`config.mk`:
```
export PLATFORM = sky130hd
export DESIGN_NAME = seg_digit_scanner
export DESIGN_NICKNAME = d
export VERILOG_FILES = /design/src/rtl/seg_digit_scanner.sv
export SDC_FILE = /design/constraint.sdc
export NUM_CORES = 1
export LEC_CHECK = 0
export ABC_CLOCK_PERIOD_IN_PS = 2860
export BUFFER_PORTS_ARGS = -buffer_cell sky130_fd_sc_hd__buf_4
export CAP_MARGIN = 20
export CORE_MARGIN = 3
export CORE_UTILIZATION = 50
export CTS_CLUSTER_SIZE = 14
export DETAILED_ROUTE_END_ITERATION = 12
export PLACE_DENSITY = 0.71
export SYNTH_ARGS = -nofsm -noshare
export SYNTH_HDL_FRONTEND = slang
export SYNTH_SLANG_ARGS = --single-unit
```
`constraint.sdc`:
```
create_clock -name clk -period 2.86 [get_ports clk]
set_clock_uncertainty 0.1 [all_clocks]
set_input_delay 0.858 -clock clk [delete_from_list [all_inputs] [get_ports clk]]
set_output_delay 0.858 -clock clk [all_outputs]
set_load 0.01 [all_outputs]
```
`src/rtl/seg_digit_scanner.sv`:
```
// rtl/seg_digit_scanner.sv - four-digit 7-segment scanner with double-buffered message and per-slot blanking
module seg_digit_scanner #(
  parameter int DIGIT_CYCLES = 1000,
  parameter int BLANK_CYCLES = 4
) (
  input  logic        clk,
  input  logic        reset,
  input  logic [15:0] msg_in,
  input  logic        msg_valid,
  output logic        msg_ready,
  output logic [3:0]  char,
  output logic [3:0]  an,
  output logic        frame_start
);

  localparam int CNT_W = (DIGIT_CYCLES > 2) ? $clog2(DIGIT_CYCLES) : 1;
  localparam logic [CNT_W-1:0] CNT_LAST  = CNT_W'(DIGIT_CYCLES - 1);
  localparam logic [CNT_W-1:0] BLANK_END = CNT_W'(BLANK_CYCLES);

  logic [CNT_W-1:0] cnt_q, cnt_d;
  logic [1:0]       idx_q, idx_d;
  logic [15:0]      disp_q, disp_d;
  logic [15:0]      pend_q, pend_d;
  logic             pend_full_q, pend_full_d;
  logic             frame_start_q, frame_start_d;

  logic slot_end;
  logic wrap;

  // Next-state: slot counter, digit index walking 3..0, and frame-boundary promotion of the pending message
  always_comb begin
    cnt_d         = cnt_q + 1'b1;
    idx_d         = idx_q;
    disp_d        = disp_q;
    pend_d        = pend_q;
    pend_full_d   = pend_full_q;
    frame_start_d = 1'b0;

    slot_end = (cnt_q == CNT_LAST);
    wrap     = slot_end && (idx_q == 2'd0);

    if (slot_end) begin
      cnt_d = '0;
      idx_d = idx_q - 2'd1;
    end

    // Promotion only on the wrap edge keeps a frame from ever being torn
    if (wrap) begin
      frame_start_d = 1'b1;
      if (pend_full_q) begin
        disp_d      = pend_q;
        pend_full_d = 1'b0;
      end
    end

    // Acceptance and promotion are exclusive: accepting needs pend_full_q low
    if (msg_valid && !pend_full_q) begin
      pend_d      = msg_in;
      pend_full_d = 1'b1;
    end
  end

  // State registers with synchronous reset; reset discards scan position and any pending message
  always_ff @(posedge clk) begin
    if (reset) begin
      cnt_q         <= '0;
      idx_q         <= 2'd3;
      disp_q        <= 16'hCCCC;
      pend_q        <= 16'h0000;
      pend_full_q   <= 1'b0;
      frame_start_q <= 1'b0;
    end else begin
      cnt_q         <= cnt_d;
      idx_q         <= idx_d;
      disp_q        <= disp_d;
      pend_q        <= pend_d;
      pend_full_q   <= pend_full_d;
      frame_start_q <= frame_start_d;
    end
  end

  // Moore output decode from registered state only; anodes stay dark during the blank window
  always_comb begin
    msg_ready   = !pend_full_q;
    char        = disp_q[{idx_q, 2'b00} +: 4];
    frame_start = frame_start_q;
    if (cnt_q < BLANK_END) begin
      an = 4'b1111;
    end else begin
      an = ~(4'b0001 << idx_q);
    end
  end

endmodule

```
Yosys cells after proc, flatten, opt, wreduce, memory -nomap -nowiden:

Index checks and enable logic that the tools add are counted.

* register bits after elaboration: 46
* input port bits: 19
* word-level logic and storage cells: 24

* add/sub/neg operators: 2
* order comparisons: 1
* equality and inequality tests: 1
* shift operators: 2
* mux-type cells: 4
* bitwise logic cells: 1
* reductions and logical operators: 7

Operators with widths (number)
* $shiftx A16 B5 Y4: 1
* $add A10 B1 Y10 const B: 1
* $eq A10 B10 Y1 const B: 1
* $lt A10 B3 Y1 const B: 1
* $mux W4: 1
* $not A4 Y4: 1
* $shl A1 B2 Y4 const A: 1
* $mux W1: 3
* $logic_and A1 B1 Y1: 2
* $logic_not A2 Y1: 1
* $reduce_and A2 Y1: 1
* $reduce_bool A2 Y1: 1
* $reduce_or A2 Y1: 1
* $sub A2 B1 Y2 const B: 1
* $logic_not A1 Y1: 1

Longest topological paths before layout:

* depth after elaboration: 4
* mapped depth: 8
* gate-level depth less buffers: 5

Worst setup path before layout:

OpenSTA, ideal clock, no wires.

* path type: reg2out
* start point: reg idx_q[0]
* end point: out char[0]
* data arrival time: 1.199 ns
* required time: 1.902 ns
* setup slack: 0.703 ns
* cell stages (with the launch flop): 3
* cell sequence: dfxtp_1 > clkbuf_1 > mux4_2

* word-level cells in the longest chain between the ends: 1

Ends and longest elaborated chain
* start, declared: RTL line 21 `logic [1:0] idx_q, idx_d;`
* start signal, assigned: RTL line 74 `idx_q <= idx_d;`
* $shiftx A16 B5 Y4: RTL line 85 `char = disp_q[{idx_q, 2'b00} +: 4];`
* end, declared: RTL line 11 `output logic [3:0] char,`

No other way between the ends.

Worst setup path after layout:

* start point: reg idx_q[0]
* end point: out char[1]

Same word-level chain as after synthesis.

==> results.cfg <==
[place]
numPortBuffers = 28
gp_congestion = 0.813
dp_cells = 294
dp_hpwl_mm = 2.97

[worst_setup_path]
worst_setup_path_start_kind = flop
critical_path_required_ps = 1900
end_kind = primary output
path_max_fanout = 8
critical_path_class = flop to primary output
arrival_ps = 1630

[finish]
nNetsFinal = 277
final_cells = 301
drive_gt1_share_pct = 17.0
layout_commonest_cell = dfxtp_1
num_antenna_cells = 0
syn2layout_area_growth_pct = 14.2
fill_cells = 355
final_cell_mix = dfxtp_1, nand2_1, buf_4, a21oi_1

[grt]
grt_max_degree = 30
antenna_found_initial = 0
grt_pass1_wl_mm = 7.54
first_global_vias = 1641
grt.overflow.total = 0
grtUsageTotal_pct = 19.3

[cts]
numCtsBuffers = 5
htree_levels = 2
cts.sinks = 46
path_clk_slew_ps = 80
clk_path_buf_depth = 2
hold_buffers = 0
clk_latency_ps = 300
cts_tree = yes
root_buffer = clkbuf_8
post_cts_buffers = 0
cts_resized = 0

[sta]
period_share_pct = 90.6
hold_viol = 0
slew_viol_final = 0
fin_crit_ps = 2590
fin_setup_tns_ps = 0
setup_viol_count_final = 0
worst-slew-pin-transition_ps = 746
slew_headroom_pct = 50.3
fmaxAchievable_ghz = 0.386
rsz0062_at_grt = false

[logic_synthesis]
syn_avg_cell_area_sq_um = 8.56
yosys.area.top_type = dfxtp_1
synth_edf_count = 0
ys_types = 31
seq_area_frac_synth_pct = 45.6
ys_async_sr_fraction_pct = 0
synth_cells = 236
syn_nets = 260
synthesis.area_sq_um = 2020
synth_top_cell_area_share_pct = 45.6
ys.flop_type = dfxtp_1
synth_area_leaders = dfxtp_1, nand2_1, a21oi_1
yosys_warnings = 0
ys_seq_elements = 46

[run]
drv_cap = 0

[drt]
postRouteAntennaNets = 0
first_iter_violations = 111
routedWlPerCell_microns = 14.9
routed_wl_mm = 4.48
drt_first_pass_iters = 4
vias = 1736
drc_errors = 0
avgViaCountPerCell = 5.77

[die]
die-width_microns = 69.6
fp.coreArea_sq_um = 3770
start_util_pct = 53.6
die_h_microns = 69.6
die_area_sq_um = 4840
io_pins = 29
rows = 22

[worst_hold_path]
hp-class = flop to flop

[pwr]
powerDensity_nw_per_um2 = 494
p_leak_nw = 0.854
irDropWorstVdd_mv = 0.435

[run_status]
outcome = finished, final reports clean
==> cell type report <==
cell class / count / area [sq um] / area share, %
repair buffers: 31 / 233 / 10.1
multi-input cells: 162 / 986 / 42.8
clock buffers: 6 / 72.6 / 3.15
well taps: 48 / 60.1 / 2.60
clock inverters: 1 / 7.51 / 0.326
inverters: 7 / 26.3 / 1.14
flip-flops and latches: 46 / 921 / 39.9
==> synth_stat cells (all sizes together) (5+ instances only) <==
library cell and n:
nand4 10, nor4 11, o31ai 10, dfxtp 46, a31oi 11, clkbuf 15
nor2 6, a21oi 28, ha 5, buf 6, inv 6, nand2 40
o21ai 13
==> sequential cells by signal, summed over array words and instances, names as in the netlist <==
| name | flops |
|---|---|
| disp_q | 16 |
| pend_q | 16 |
| frame_start | 1 |
| cnt_q | 10 |
| pend_full_q | 1 |
| idx_q | 2 |
==> final timing paths <==
check / cells after the start / from / to / slack [ps]
min reg2reg: 1 / cnt_q[0] / cnt_q[0] / 350
max: 2 / idx_q[0] / char[1] / 270
min: 1 / cnt_q[0] / cnt_q[0] / 350
max reg2reg: 5 / idx_q[0] / disp_q[9] / 800
==> metrics by stage <==
step	hold slack [ps]	utilization [%]	power, mW	cell area (sq um)	setup slack, ps
after floorplan	318	-	0.734	2020	703
after global placement	332	59.0	0.768	2230	596
after detailed placement	337	59.0	0.771	2230	600
after CTS	356	61.1	1.15	2310	271
after global routing	372	61.1	1.18	2310	211
final	349	61.1	1.14	2310	269
==> power by group <==
part	switching, mW	leakage [nW]	internal, mW	total (mW)
clock	0.216	0.0373	0.168	0.384
sequential	0.0146	0.374	0.659	0.673
combinational	0.0445	0.443	0.0374	0.0819
==> layer usage <==
layer	global-route usage [%]	up-vias	part of all wire, %
met5	0	-	0
met4	8.03	0	1.8
met3	4.06	8	3.6
met2	29.7	29	47
met1	26.2	809	48
li1	-	890	-
==> critical path, stage by stage, from the launching register on <==
cell     delay (ps)
dfxtp_1         600
mux4_2          570
buf_4           160
==> logic make-up (layout without fill, tap and decap cells) <==
kind of cell,Yosys count,count (layout),synth area share (%)
adder cells (fa/ha/maj),5,5,3.10
AND/OR/NAND/NOR,87,87,22.1
multiplexers,4,4,4.46
buffers and inverters,28,45,5.58
flip-flops,46,46,45.6
XOR/XNOR,3,3,1.30
AO/OA/AOI/OAI,63,63,17.9
(Power assumes the default switching activity.)
